**src/rtl/ps2_scan_decode.sv**
```systemverilog
// PS/2 keyboard receiver: frame decoder plus make/break code tracker.
// Optional mid-frame timeout abort is built when PS2_TIMEOUT_EN is defined.
module ps2_scan_decode #(
    parameter int unsigned TIMEOUT_CYCLES = 100000
) (
    input  logic       clck,
    input  logic       reset_n,
    input  logic       ps2_clk,
    input  logic       ps2_data,
    output logic [7:0] byte_data,
    output logic       byte_valid,
    output logic       frame_err,
    output logic [7:0] key_code,
    output logic       extended
);

    typedef enum logic [1:0] {StIdle, StData, StParity, StStop} state_e;

    state_e     state_q, state_d;
    logic [2:0] cnt_q, cnt_d;
    logic [7:0] shift_q, shift_d;
    logic       parity_q, parity_d;
    logic [7:0] byte_data_q, byte_data_d;
    logic       byte_valid_q, byte_valid_d;
    logic       frame_err_q, frame_err_d;
    logic [7:0] key_code_q, key_code_d;
    logic       extended_q, extended_d;
    logic       brk_pend_q, brk_pend_d;
    logic       ext_pend_q, ext_pend_d;

    logic [1:0] clk_sync_q;
    logic [1:0] data_sync_q;
    logic       clk_prev_q;
    logic       fall;
    logic       data_s;
    logic       frame_ok;

`ifdef PS2_TIMEOUT_EN
    logic [31:0] to_cnt_q, to_cnt_d;
`endif

    assign data_s = data_sync_q[1];
    assign fall   = clk_prev_q & ~clk_sync_q[1];

    always_comb begin
        state_d      = state_q;
        cnt_d        = cnt_q;
        shift_d      = shift_q;
        parity_d     = parity_q;
        byte_data_d  = byte_data_q;
        byte_valid_d = 1'b0;
        frame_err_d  = 1'b0;
        key_code_d   = key_code_q;
        extended_d   = extended_q;
        brk_pend_d   = brk_pend_q;
        ext_pend_d   = ext_pend_q;
        frame_ok     = 1'b0;

        if (fall) begin
            unique case (state_q)
                StIdle: begin
                    if (!data_s) begin
                        state_d = StData;
                        cnt_d   = 3'd0;
                    end
                end
                StData: begin
                    shift_d = {data_s, shift_q[7:1]};
                    cnt_d   = cnt_q + 3'd1;
                    if (cnt_q == 3'd7) state_d = StParity;
                end
                StParity: begin
                    parity_d = data_s;
                    state_d  = StStop;
                end
                StStop: begin
                    state_d = StIdle;
                    // Odd parity over data plus parity bit, and a high stop bit.
                    if (data_s && (^{shift_q, parity_q})) frame_ok = 1'b1;
                    else frame_err_d = 1'b1;
                end
                default: state_d = StIdle;
            endcase
        end

`ifdef PS2_TIMEOUT_EN
        to_cnt_d = 32'd0;
        if (state_q != StIdle && !fall) begin
            if (to_cnt_q == TIMEOUT_CYCLES - 1) begin
                state_d     = StIdle;
                frame_err_d = 1'b1;
            end else begin
                to_cnt_d = to_cnt_q + 32'd1;
            end
        end
`endif

        if (frame_ok) begin
            byte_data_d  = shift_q;
            byte_valid_d = 1'b1;
            if (shift_q == 8'hE0) begin
                ext_pend_d = 1'b1;
            end else if (shift_q == 8'hF0) begin
                brk_pend_d = 1'b1;
            end else begin
                if (!brk_pend_q) begin
                    key_code_d = shift_q;
                    extended_d = ext_pend_q;
                end else if (shift_q == key_code_q && ext_pend_q == extended_q) begin
                    key_code_d = 8'h00;
                    extended_d = 1'b0;
                end
                brk_pend_d = 1'b0;
                ext_pend_d = 1'b0;
            end
        end
    end

    always_ff @(posedge clck) begin
        if (!reset_n) begin
            clk_sync_q   <= 2'b11;
            data_sync_q  <= 2'b11;
            clk_prev_q   <= 1'b1;
            state_q      <= StIdle;
            cnt_q        <= 3'd0;
            shift_q      <= 8'h00;
            parity_q     <= 1'b0;
            byte_data_q  <= 8'h00;
            byte_valid_q <= 1'b0;
            frame_err_q  <= 1'b0;
            key_code_q   <= 8'h00;
            extended_q   <= 1'b0;
            brk_pend_q   <= 1'b0;
            ext_pend_q   <= 1'b0;
        end else begin
            clk_sync_q   <= {clk_sync_q[0], ps2_clk};
            data_sync_q  <= {data_sync_q[0], ps2_data};
            clk_prev_q   <= clk_sync_q[1];
            state_q      <= state_d;
            cnt_q        <= cnt_d;
            shift_q      <= shift_d;
            parity_q     <= parity_d;
            byte_data_q  <= byte_data_d;
            byte_valid_q <= byte_valid_d;
            frame_err_q  <= frame_err_d;
            key_code_q   <= key_code_d;
            extended_q   <= extended_d;
            brk_pend_q   <= brk_pend_d;
            ext_pend_q   <= ext_pend_d;
        end
    end

`ifdef PS2_TIMEOUT_EN
    always_ff @(posedge clck) begin
        if (!reset_n) to_cnt_q <= 32'd0;
        else          to_cnt_q <= to_cnt_d;
    end
`endif

    assign byte_data  = byte_data_q;
    assign byte_valid = byte_valid_q;
    assign frame_err  = frame_err_q;
    assign key_code   = key_code_q;
    assign extended   = extended_q;

endmodule

```
**config.mk**
```make
export PLATFORM = sky130hd
export DESIGN_NAME = ps2_scan_decode
export DESIGN_NICKNAME = d
export VERILOG_FILES = /design/src/rtl/ps2_scan_decode.sv
export SDC_FILE = /design/constraint.sdc
export NUM_CORES = 1
export LEC_CHECK = 0
export ABC_AREA = 1
export BUFFER_PORTS_ARGS = -buffer_cell sky130_fd_sc_hd__buf_2
export CAP_MARGIN = 20
export CORE_UTILIZATION = 60
export CTS_BUF_LIST = sky130_fd_sc_hd__clkbuf_8
export DETAILED_ROUTE_END_ITERATION = 7
export GPL_ROUTABILITY_DRIVEN = 0
export MAX_ROUTING_LAYER = met4
export PLACE_DENSITY = 0.82
export SYNTH_ARGS = -nofsm -noshare
export SYNTH_HDL_FRONTEND = slang
export SYNTH_SLANG_ARGS = --single-unit
```
**constraint.sdc**
```tcl
create_clock -name clck -period 2.95 [get_ports clck]
set_clock_uncertainty 0.15 [all_clocks]
set_input_delay 0.4425 -clock clck [delete_from_list [all_inputs] [get_ports clck]]
set_output_delay 0.4425 -clock clck [all_outputs]
set_load 0.05 [all_outputs]
```
# Word level (Yosys, flattened, before mapping)
# Index checks and enable logic that the tools add are counted.
[classes]
bitwise = 4
eq_ne = 12
n_addsub = 1
shift = 0
n_mul = 0
div = 0
n_mux = 17
n_reduce_logical = 13
n_lt_le_gt_ge = 0
[ops]
columns = ["op", "n"]
rows = [
  ["== test 8 bit, second input constant", 2],
  ["two-way mux 8 bit", 2],
  ["two-way mux 1 bit", 10],
  ["AND reduction 3 bit", 3],
  ["parity 9 bit", 1],
  ["== test 8 bit", 1],
  ["case mux 2 bit (4 select lines)", 1],
  ["AND reduction 2 bit", 4],
  ["!= test 2 bit, second input constant", 3],
  ["case mux 3 bit (2 select lines)", 1],
  ["== test 2 bit, second input constant", 2],
  ["two-way mux 2 bit", 2],
  ["AND reduction 4 bit", 1],
  ["adder 3 x 1 -> 3 bit, second input constant", 1],
  ["== test 3 bit, second input constant", 1],
  ["two-way mux 3 bit", 1],
  ["inverter 1 bit", 3],
  ["== test 2 x 1 -> 1 bit, second input constant", 1],
  ["logical AND 1 bit", 2],
  ["logical NOT 2 bit", 1],
  ["!= test 2 x 1 -> 1 bit, second input constant", 1],
  ["nonzero test 2 bit", 1],
  ["AND 1 bit", 1],
  ["== test 1 bit", 1],
]
[word_totals]
ram_bits = 0
rom_bits = 0
ff_bits = 40
latch_bits = 0
inputBits = 4
wordCells = 61
mem_count = 0

# Logic depth before layout (Yosys ltp)
# Gate-level depths: netlist of the first run.
[depth]
depth_word = 6
ltp_mapped = 14
mapped_depth_nobuf = 14

# Worst setup path before layout of the first run
# OpenSTA, ideal clock, no wires.
[synth_path]
kind = "flip-flop to flip-flop"
startpoint = "register key_code_q[2], in the netlist key_code[2]"
endpoint = "register extended_q, in the netlist extended"
arrival_time_ns = 1.600
stages_incl_launch_ff = 11
setup_slack_ns = 1.087
t_required_ns = 2.687
setup_ns = 0.113
cell_sequence = "dfxtp_1 -> inv_1 -> nand2_1 -> nand4_1 -> nor2_1 -> nand3_1 -> nand2_1 -> nand4_4 -> buf_6 -> nor2_1 -> nor2_1"
[synth_between]
elab_chain_cells = 4
[synth_lines]
columns = ["item", "line", "text"]
rows = [
  ["from (decl)", "26", "logic [7:0] key_code_q, key_code_d;"],
  ["from (signal assigned)", "146", "key_code_q <= key_code_d;"],
  ["== test 8 bit", "109", "end else if (shift_q == key_code_q && ext_pend_q == extended_q) begin"],
  ["logical AND 1 bit", "109", ""],
  ["!= test 2 x 1 -> 1 bit (no source line)", "n/a", ""],
  ["AND reduction 4 bit (no source line)", "n/a", ""],
  ["to (signal assigned)", "147", "extended_q <= extended_d;"],
  ["to (decl)", "27", "logic extended_q, extended_d;"],
]
# No other way between the ends.
# A chain may end at the register's enable or synchronous reset.

# Worst setup path after layout of the first run
[layout_path]
startpoint = "register shift_q[4]"
endpoint = "register byte_data_q[3], in the netlist byte_data[3]"
[layout_between]
elab_chain_cells = 5
[layout_lines]
columns = ["item", "line", "text"]
rows = [
  ["from (decl)", "21", "logic [7:0] shift_q, shift_d;"],
  ["from (signal assigned)", "141", "shift_q <= shift_d;"],
  ["parity 9 bit", "79", "if (data_s && (^{shift_q, parity_q})) frame_ok = 1'b1;"],
  ["logical AND 1 bit", "79", ""],
  ["two-way mux 1 bit", "79", ""],
  ["two-way mux 1 bit", "60", "unique case (state_q)"],
  ["two-way mux 1 bit", "59", "if (fall) begin"],
  ["to (signal assigned)", "143", "byte_data_q <= byte_data_d;"],
  ["to (decl)", "23", "logic [7:0] byte_data_q, byte_data_d;"],
]
# No other way between the ends.

==> results.sh, run 1 <==
export IMPL_worstSetupEndpoint="byte_data[3]"
export IMPL_starting_utilization_of_the_core_area=0.6306
export IMPL_ios=23
export IMPL_timing_critical_path_max_delay_family="simple AND/OR/NAND/NOR gates"
export IMPL_max_slew_worst_pin_slew_ns=0.6260
export IMPL_worst_ir_drop_on_vdd_mv=0.3906
export IMPL_crit_type="flip-flop to flip-flop"
export IMPL_globalRouteMet1Util=0.3139
export IMPL_average_wire_per_cell_in_the_routed_design_um=11.80
export IMPL_fillCellCount=272
export IMPL_highest_attainable_clock_frequency_mhz=487.8
export IMPL_run_status="finished, final reports clean"
export IMPL_setup_violations_final=0
export IMPL_finish_cell_count_without_fillers=330
export IMPL_max_slew_margin_rel=0.5783
export IMPL_synth_warning_count=0
export IMPL_site_rows=20
export IMPL_half_perimeter_wire_length_after_placement_um=2741
export IMPL_global_route_usage_total=0.2632
export IMPL_die_width_um=58.41
export IMPL_cts_hold_buffers_added=0
export IMPL_worstSetupEndpointType="flip-flop"
export IMPL_p_leak_nw=1.043
export IMPL_hold_path_class="primary input to flip-flop"
export IMPL_grt_ovf=0
export IMPL_grt_start_max_net_pins=31
export IMPL_hold_worst_slack_ns=0.1804
export IMPL_synth_seq_cells=40
export IMPL_antenna_violating_nets_post_route=0
export IMPL_critical_path_most_common_cell="nand2_1"
export IMPL_finalWorstPathRequiredPeriod_ns=2.050
export IMPL_layout_cell_share_with_drive_strength_beyond_1=0.1783
export IMPL_drtIter0Drc=110
export IMPL_wire_length_of_the_first_global_routing_pass_um=6548
export IMPL_rsz0062_at_grt="no"
export IMPL_synth_nets=275
export IMPL_max_cap_violations=0
export IMPL_layout_common_cells="62 x nand2_1, 40 x dfxtp_1, 34 x nor2_1"
export IMPL_synth_cell_type_count=24
export IMPL_ctsRootBufferMaster="clkbuf_8"
export IMPL_die_h_um=58.41
export IMPL_proportion_of_synthesized_flip_flops_having_asynchronous_set_or_reset=0
export IMPL_via_count=1650
export IMPL_core_area_um2=3028
export IMPL_netlist_instances=265
export IMPL_fin_ws_ns=0.9000
export IMPL_maxSlewViolCount=0
export IMPL_via_to_cell_ratio=5.000
export IMPL_cp_depth=12
export IMPL_num_antenna_cells=0
export IMPL_fin_total_pwr_w=0.0009605
export IMPL_dp_slack_ns=0.9775
export IMPL_crit_path_max_incr_delay_ns=0.47
export IMPL_post_route_drc_count=0
export IMPL_worstPathRequired_ns=3.02
export IMPL_layout_cells_most_common="nand2_1"
export IMPL_dp_cells=323
export IMPL_cts_made_buffers=5
export IMPL_nets=296
export IMPL_globalRouteMet3Util=0.06154
export IMPL_clkTransAtPathRegs_ns=0.08
export IMPL_clock_latency_ns=0.30
export IMPL_syn_area_per_cell_um2=7.205
export IMPL_first_pass_iters=4
export IMPL_cts_repair_timing_setup_buffer_count=0
export IMPL_gr_max_usage_layer="met2"
export IMPL_critPathSlowestCell="dfxtp_1"
export IMPL_critPathLaunch="shift_q[4]"
export IMPL_fp_dieArea_um2=3412
export IMPL_yosysSeqAreaShare=0.4194
export IMPL_accumulated_negative_setup_slack_ns=0
export IMPL_critical_path_reg2reg_startpoint="shift_q[4]"
export IMPL_cts_resized=0
export IMPL_worstPathMaxFanout=19
export IMPL_antenna_found_initial=0
export IMPL_timing_critical_path_cells="inv_2 > nand2_1 > nand2_1 > inv_1 > nand2_1 > nand2_2 > inv_1 > nand2_1 > nand3_2 > nor2_4 > o21ai_0 > a21oi_1"
export IMPL_via_count_of_the_first_global_routing_pass=1496
export IMPL_pwr_density_nw_per_um2=452.4
export IMPL_synth_ff_type="dfxtp_1"
export IMPL_setup_worst_path_start_class="flip-flop"
export IMPL_grt_use_met2=0.4253
export IMPL_worst_path_buf_inv=3
export IMPL_synth_edf_count=0
export IMPL_critical_path_arrival_ns=2.12
export IMPL_synthesis_area_um2=1909
export IMPL_area_growth_syn_to_layout_pct=11.21
export IMPL_finalCritPeriodShare=0.6949
export IMPL_worstReg2RegEnd="byte_data[3]"
export IMPL_rr_worst_depth=12
export IMPL_cts_htree_levels=2
export IMPL_rrSetupSlack_ns=0.90
export IMPL_bufs_on_longest_clock_path=2
export IMPL_io_buf_count=22
export IMPL_cts_tree="built"
export IMPL_wirelength_um=3895
export IMPL_final_hold_violations=0
export IMPL_clkSinkCount=40
-- Yosys cell counts (4+ instances only) --
library cell   n  area [um^2]
nand2_1       62        232.7
dfxtp_1       40        800.8
nor2_1        34        127.6
inv_1         31        116.4
a21oi_1       24        120.1
o21ai_0       20        100.1
nand2_2        8        50.05
ha_1           6        75.07
nand4_1        5        31.28
nand3_2        4        40.04
nor3_1         4        20.02
or2_2          4        25.02
-- state kept, by name (all words and copies together), names as in the netlist, 2 cells and up --
| name | flops |
|---|---|
| clk_sync_q | 2 |
| byte_data | 8 |
| cnt_q | 3 |
| key_code | 8 |
| state_q | 2 |
| data_sync_q | 2 |
| shift_q | 8 |
-- cell type report --
class,instances,area [um^2],share of cell area
sequential,40,800.8,0.3771
inverter,34,127.6,0.06011
tap,44,55.05,0.02593
multi-input combinational,183,933.4,0.4396
clock buffer,7,96.34,0.04537
timing repair buffer,22,110.1,0.05186
-- how the worst min path moves through the flow --
stage                         from              to  slack (ns)  cells after the start
floorplan            clk_sync_q[1]      clk_prev_q        0.24                      2
global placement    data_sync_q[0]  data_sync_q[1]        0.24                      1
detailed placement   clk_sync_q[0]   clk_sync_q[1]        0.25                      1
CTS                       ps2_data  data_sync_q[0]        0.17                      2
global route              ps2_data  data_sync_q[0]        0.18                      2
finish                    ps2_data  data_sync_q[0]        0.18                      2
-- through the flow --
| stage | utilization | instance area, um^2 |
|---|---|---|
| 2_1_floorplan | - | 1909 |
| 4_1_cts | 0.7012 | 2123 |
| 5_1_grt | 0.7012 | 2123 |
| 3_5_place_dp | 0.6694 | 2027 |
| 6_report | 0.7012 | 2123 |
| 3_3_place_gp | 0.6694 | 2027 |
-- where the power goes --
group | internal, W | leakage, nW | switching, W
sequential | 0.000543 | 0.323 | 0.00000261
clock | 0.000208 | 0.0503 | 0.000180
combinational | 0.00000877 | 0.670 | 0.0000176
total | 0.000760 | 1.04 | 0.000200
-- worst reg2reg max path, stage by stage (launching register included) --
cell	delay, ns
dfxtp_1	0.47
inv_2	0.12
nand2_1	0.08
nand2_1	0.06
inv_1	0.05
nand2_1	0.05
nand2_2	0.08
inv_1	0.04
nand2_1	0.07
nand3_2	0.09
nor2_4	0.33
o21ai_0	0.17
a21oi_1	0.18
-- kinds of logic after synthesis --
kind of cell | synth area share
compound gates | 0.1193
xor+xnor | 0.02294
fa+ha+maj | 0.03932
buf+inv | 0.09174
flops | 0.4194
simple gates | 0.3073
-- per-layer routing --
| layer | wire (um) | share of wire |
|---|---|---|
| met1 | 1824 | 0.47 |
| met2 | 1846 | 0.47 |
| met3 | 161 | 0.041 |
| met4 | 62 | 0.016 |
| met5 | 0 | 0 |
(Power assumes the default switching activity.)
==> run 2: changes to the inputs <==
- ABC_AREA: 1 -> 0
- CORE_UTILIZATION: 60 -> 53
- PLACE_DENSITY: 0.82 -> 0.77
- clock period: 2.95 -> 1.81 ns (I/O delays scaled with it)
==> run 2 against run 1 <==
  * The run now ends with setup timing left
  * Synthesized cell count decreased by 31%
  * Combinational power up 66%
  * Total power up 73%
  * Worst hold slack better by 0.10 ns
  * Via count decreased by 8.1%
  * Design area is 12% higher
  * Sequential share of layout area shrank 3.5 points
  * Maximum frequency grew 3.9%
  * Die area up 8.0%
  * Non-clock buffer count is 28 higher
  * Synthesized area decreased by 4.4%
  * Sequential power is 62% higher
  * Critical path type unchanged
==> results.sh, run 2 <==
export IMPL_run_status="finished, violations left"
export IMPL_violations="setup timing"
export IMPL_switching_share=0.2099
export IMPL_layout_common_cells="32 x nand2_1, 32 x dfxtp_1, 23 x buf_4"
export IMPL_pwr_density_nw_per_um2=698.7
export IMPL_seq_power_share=0.533
export IMPL_hold_path_startpoint="data_sync_q[0]"
export IMPL_finish_cell_count_without_fillers=274
export IMPL_grt_start_max_net_pins=32
export IMPL_core_area_um2=3153
export IMPL_die_h_um=60.69
export IMPL_pwr_share_clk=0.440
export IMPL_site_rows=20
export IMPL_crit_type="flip-flop to flip-flop"
export IMPL_fin_ws_ns=-0.1634
export IMPL_synth_ff_type="dfxtp_1"
export IMPL_first_pass_iters=5
export IMPL_cts_tree="built"
export IMPL_synth_largest_area_cell="dfxtp_1"
export IMPL_yosysSeqAreaShare=0.4387
export IMPL_max_slew_margin_rel=0.6644
export IMPL_dp_cells=258
export IMPL_max_cap_violations=0
export IMPL_proportion_of_synthesized_flip_flops_having_asynchronous_set_or_reset=0
export IMPL_clock_latency_ns=0.29
export IMPL_p_leak_nw=1.073
export IMPL_accumulated_negative_setup_slack_ns=-1.496
export IMPL_post_route_drc_count=0
export IMPL_netlist_instances=183
export IMPL_ios=23
export IMPL_finalWorstPathRequiredPeriod_ns=1.973
export IMPL_holdPathStages=1
export IMPL_via_count=1516
export IMPL_clkTransAtPathRegs_ns=0.08
export IMPL_rr_worst_depth=6
export IMPL_routed_wl_met3_um=153
export IMPL_finalCritPeriodShare=1.090
export IMPL_antenna_violating_nets_post_route=0
export IMPL_synth_cell_type_count=39
export IMPL_syn_area_per_cell_um2=9.975
export IMPL_yosys_top_cells_area="dfxtp_1 44%, mux2i_1 9.9%, nand2_1 6.6%"
export IMPL_max_slew_worst_pin_slew_ns=0.5035
export IMPL_starting_utilization_of_the_core_area=0.5790
export IMPL_rrSetupSlack_ns=-0.16
export IMPL_worstSetupEndpointType="flip-flop"
export IMPL_via_to_cell_ratio=5.533
export IMPL_area_growth_syn_to_layout_pct=30.09
export IMPL_seq_area_um2=813.3
export IMPL_netlist_top_cells_count="40 x dfxtp_1, 32 x nand2_1, 18 x mux2i_1, 12 x nor2b_1, 9 x o22ai_1"
export IMPL_grt_ovf=0
export IMPL_wire_length_of_the_first_global_routing_pass_um=6486
export IMPL_topRoutingLayerUsed="met4"
export IMPL_synth_seq_cells=40
export IMPL_ctsRootBufferMaster="clkbuf_8"
export IMPL_synth_edf_count=0
export IMPL_bufs_on_longest_clock_path=2
export IMPL_wirelength_um=4444
export IMPL_synthesis_area_um2=1826
export IMPL_worst_ir_drop_on_vdd_mv=0.6419
export IMPL_fillCellCount=226
export IMPL_setup_violations_final=18
export IMPL_global_route_usage_total=0.2566
export IMPL_met2_wirelength_um=2406
export IMPL_die_width_um=60.69
export IMPL_power_switching_w=0.0003483
export IMPL_worstReg2RegEnd="key_code[0]"
export IMPL_dpl_instance_area_um2=2081
export IMPL_average_wire_per_cell_in_the_routed_design_um=16.22
export IMPL_worstPathRequired_ns=1.88
export IMPL_num_antenna_cells=0
export IMPL_netlist_area_leader_share=0.4387
export IMPL_clkSinkCount=40
export IMPL_critical_path_arrival_ns=2.05
export IMPL_layout_cell_share_with_drive_strength_beyond_1=0.3783
export IMPL_final_hold_violations=0
export IMPL_io_buf_count=22
export IMPL_antenna_found_initial=0
export IMPL_synth_warning_count=0
export IMPL_setup_worst_path_start_class="flip-flop"
export IMPL_nets=239
export IMPL_worstPathMaxFanout=5
export IMPL_multi_input_area_um2=1041
export IMPL_internal_power_w=0.001311
export IMPL_wl_met1_um=1763
export IMPL_whs_endpoint="data_sync_q[1]"
export IMPL_pwr_share_comb=0.026
export IMPL_cts_htree_levels=2
export IMPL_drtIter0Drc=57
export IMPL_cts_made_buffers=5
export IMPL_synth_most_common_cell="dfxtp_1"
export IMPL_fp_dieArea_um2=3683
export IMPL_dp_slack_ns=-0.1980
export IMPL_half_perimeter_wire_length_after_placement_um=2807
export IMPL_hold_path_class="flip-flop to flip-flop"
export IMPL_critical_path_reg2reg_startpoint="state_q[0]"
export IMPL_highest_attainable_clock_frequency_mhz=506.7
export IMPL_via_count_of_the_first_global_routing_pass=1442
export IMPL_rsz0062_at_grt="yes"
export IMPL_synth_nets=193
export IMPL_maxSlewViolCount=0
export IMPL_final_design_area_no_fill_um2=2375
[run 2: worst max path at each step]
stage / startpoint / to
2_1_floorplan: shift_q[3] / extended
6_report: state_q[0] / key_code[0]
5_1_grt: state_q[0] / key_code[4]
4_1_cts: shift_q[3] / key_code[0]
3_5_place_dp: shift_q[6] / key_code[3]
3_3_place_gp: shift_q[6] / extended
[run 2: per-stage QoR]
| step | util | hold WS, ns | power (W) |
|---|---|---|---|
| finish | 0.7532 | 0.2805 | 0.001659 |
| global route | 0.7532 | 0.3058 | 0.001716 |
| CTS | 0.7190 | 0.007988 | 0.001671 |
| detailed placement | 0.6599 | 0.2580 | 0.0009457 |
| global placement | 0.6599 | 0.2551 | 0.0009442 |
| floorplan | - | 0.2230 | 0.0009317 |
[run 2: final cells by class]
type,count,share of cell area
clock buffers,5,0.02898
clock inverters,3,0.01791
inverters,4,0.007376
multi-input cells,128,0.4384
flip-flops and latches,40,0.3425
well taps,44,0.02318
repair buffers,50,0.1417
[run 2: critical path, cell delays in order, from the launching register on]
cell and delay, ns:
dfxtp_2 0.36, ha_4 0.14, nand4b_1 0.22, a211oi_2 0.40
mux2i_4 0.14, or2_4 0.31, o22ai_1 0.17
[run 2: power by group through the flow]
stage               Sequential [W]  Clock, W  Combinational [W]
floorplan                 0.000907         0          0.0000249
global placement          0.000907         0          0.0000374
detailed placement        0.000907         0          0.0000386
CTS                       0.000885  0.000746          0.0000407
global route              0.000886  0.000783          0.0000468
finish                    0.000885  0.000731          0.0000437
[run 2: cells by family (layout without fill, tap and decap cells)]
group,Yosys count,count (layout),share of synthesized area
buf+inv,16,62,0.05345
simple gates,64,65,0.1762
flops,40,40,0.4387
compound gates,23,23,0.08568
xor+xnor,16,16,0.1062
fa+ha+maj,6,6,0.04112
mux,18,18,0.09870
[run 2: metal layers]
layer  vias up  global-route usage
met5         -                   -
li1        706                   -
met2        44              0.4427
met3        11             0.05117
met4         0              0.1104
met1       755              0.2870
[run 2: timing repair]
item	CTS	global route
cloned	1	1
endpoints found under the setup margin	20	23
hold buffers	1	1
setup buffers	2	2
hold endpoints to repair	1	1
gates resized for setup	14	18
pin swaps	4	6
==> run 3: changes to the inputs <==
- CAP_MARGIN: 20 -> default
- CORE_UTILIZATION: 53 -> 36
- PLACE_DENSITY: 0.77 -> default
==> run 3 against run 2 <==
  * The run still ends with setup timing left
  * Sequential share of layout area increased by 0.21 points
  * Sequential power about the same
  * Non-clock buffer count increased by 4
  * Setup slack improved by 0.076 ns
  * First-iteration DRC count decreased by 18%
  * Critical path type unchanged
  * Largest cell class unchanged
==> results.sh, run 3 (synthesized netlist as in run 2, its figures left out) <==
export IMPL_wirelength_um=3646
export IMPL_fillCellCount=437
export IMPL_site_rows=25
export IMPL_die_width_um=73.21
export IMPL_average_wire_per_cell_in_the_routed_design_um=12.15
export IMPL_global_route_usage_total=0.1537
export IMPL_via_count_of_the_first_global_routing_pass=1305
export IMPL_ios=23
export IMPL_multi_input_area_um2=970.9
export IMPL_layout_cell_share_with_drive_strength_beyond_1=0.3348
export IMPL_setup_violations_final=10
export IMPL_fin_ws_ns=-0.08729
export IMPL_timing_critical_path_cells="xnor2_1 > xnor3_2 > mux2i_1 > or2_1 > buf_4 > o22ai_1"
export IMPL_post_route_drc_count=0
export IMPL_violations="setup timing"
export IMPL_via_count=1361
export IMPL_run_status="finished, violations left"
export IMPL_core_area_um2=4786
export IMPL_worstPathRequired_ns=1.88
export IMPL_hold_worst_slack_ns=0.009672
export IMPL_seq_area_um2=805.8
export IMPL_nets=242
export IMPL_setup_worst_path_start_class="flip-flop"
export IMPL_cts_made_buffers=5
export IMPL_area_growth_syn_to_layout_pct=28.10
export IMPL_max_slew_margin_rel=0.7744
export IMPL_crit_type="flip-flop to flip-flop"
export IMPL_accumulated_negative_setup_slack_ns=-0.6436
export IMPL_final_hold_violations=0
export IMPL_drtIter0Drc=47
export IMPL_starting_utilization_of_the_core_area=0.3814
export IMPL_highest_attainable_clock_frequency_mhz=527.1
export IMPL_max_cap_violations=0
export IMPL_num_antenna_cells=0
export IMPL_io_buf_count=22
export IMPL_worstPathMaxFanout=5
export IMPL_layout_common_cells="36 x dfxtp_1, 32 x nand2_1, 30 x buf_4"
export IMPL_dp_slack_ns=-0.08330
export IMPL_worst_ir_drop_on_vdd_mv=0.4243
export IMPL_critPathSlowestCell="xnor3_2"
export IMPL_routed_wl_met3_um=92
export IMPL_clkSinkCount=40
export IMPL_met2_wirelength_um=1739
export IMPL_wl_met1_um=1759
export IMPL_via_to_cell_ratio=4.537
export IMPL_pwr_density_nw_per_um2=665.2
export IMPL_crit_path_max_incr_delay_ns=0.48
export IMPL_first_pass_iters=4
export IMPL_bufs_on_longest_clock_path=2
export IMPL_antenna_found_initial=0
export IMPL_wire_length_of_the_first_global_routing_pass_um=6085
export IMPL_dp_cells=289
export IMPL_cts_htree_levels=2
export IMPL_finalWorstPathRequiredPeriod_ns=1.897
export IMPL_antenna_violating_nets_post_route=0
export IMPL_timing_critical_path_max_delay_family="XOR/XNOR gates"
export IMPL_die_h_um=73.21
export IMPL_topRoutingLayerUsed="met4"
export IMPL_worst_path_buf_inv=1
export IMPL_clock_latency_ns=0.29
export IMPL_cts_tree="built"
export IMPL_grt_start_max_net_pins=49
export IMPL_final_core_utilization=0.4886
export IMPL_finish_cell_count_without_fillers=300
export IMPL_ctsRootBufferMaster="clkbuf_8"
export IMPL_maxSlewViolCount=0
export IMPL_grt_ovf=0
export IMPL_fp_dieArea_um2=5360
export IMPL_critical_path_arrival_ns=1.97
export IMPL_worstSetupEndpointType="flip-flop"
export IMPL_rsz0062_at_grt="yes"
export IMPL_finalCritPeriodShare=1.048
export IMPL_layout_cells_most_common="dfxtp_1"
export IMPL_p_leak_nw=1.087
export IMPL_hold_path_class="primary input to flip-flop"
export IMPL_max_slew_worst_pin_slew_ns=0.3349
export IMPL_half_perimeter_wire_length_after_placement_um=2578
export IMPL_clkTransAtPathRegs_ns=0.08
[run 3: changes by cell type in the layout (fill, tap and decap cells not counted), moves of 2 or more]
| cell | previous run | this run |
|---|---|---|
| dfxtp_1 | 32 | 36 |
| or2_4 | 2 | 0 |
| o22ai_1 | 4 | 8 |
| buf_4 | 23 | 30 |
| o22ai_2 | 5 | 1 |
| dfxtp_2 | 7 | 4 |
| buf_6 | 3 | 0 |
[run 3: metrics by stage]
step | cell area, um^2 | total power (W)
floorplan | 1859 | 0.0009317
global placement | 2182 | 0.0009493
detailed placement | 2182 | 0.0009498
CTS | 2306 | 0.001575
global route | 2338 | 0.001633
finish | 2338 | 0.001556
[run 3: layout make-up]
| type | count | area share |
|---|---|---|
| Sequential cell | 40 | 0.3446 |
| Clock buffer | 6 | 0.03531 |
| Timing Repair Buffer | 54 | 0.1562 |
| Multi-Input combinational cell | 127 | 0.4152 |
| Inverter | 4 | 0.006421 |
| Clock inverter | 2 | 0.006421 |
| Tap cell | 67 | 0.03585 |
[run 3: final timing paths]
| kind | to | slack (ns) | depth (start not counted) | startpoint |
|---|---|---|---|---|
| worst max-delay path | key_code[1] | -0.09 | 6 | shift_q[6] |
| worst min register to register | clk_sync_q[1] | 0.27 | 1 | clk_sync_q[0] |
| worst min-delay path | clk_sync_q[0] | 0.01 | 2 | ps2_clk |
| worst max register to register | key_code[1] | -0.09 | 6 | shift_q[6] |
[run 3: timing repair]
| item | CTS | global route |
|---|---|---|
| resized for setup | 3 | 6 |
| setup buffers | 1 | 1 |
| pin swaps | 1 | 2 |
| cloned | 0 | 0 |
| hold buffers | 1 | 0 |
| hold endpoints to repair | 1 | 0 |
| setup endpoints to repair | 18 | 23 |
[run 3: power breakdown]
part | switching [W] | total [W] | leakage, nW | internal, W
Sequential | 0.00000220 | 0.000886 | 0.325 | 0.000884
Combinational | 0.0000229 | 0.0000438 | 0.718 | 0.0000209
Clock | 0.000317 | 0.000625 | 0.0434 | 0.000309
Total | 0.000342 | 0.00156 | 1.09 | 0.00121
[run 3: routing by layer]
layer  vias to the layer above  GRT usage
met1                       618     0.1986
met4                         0    0.05229
li1                        718          -
met3                         6    0.02901
met2                        19     0.2407
met5                         -          -
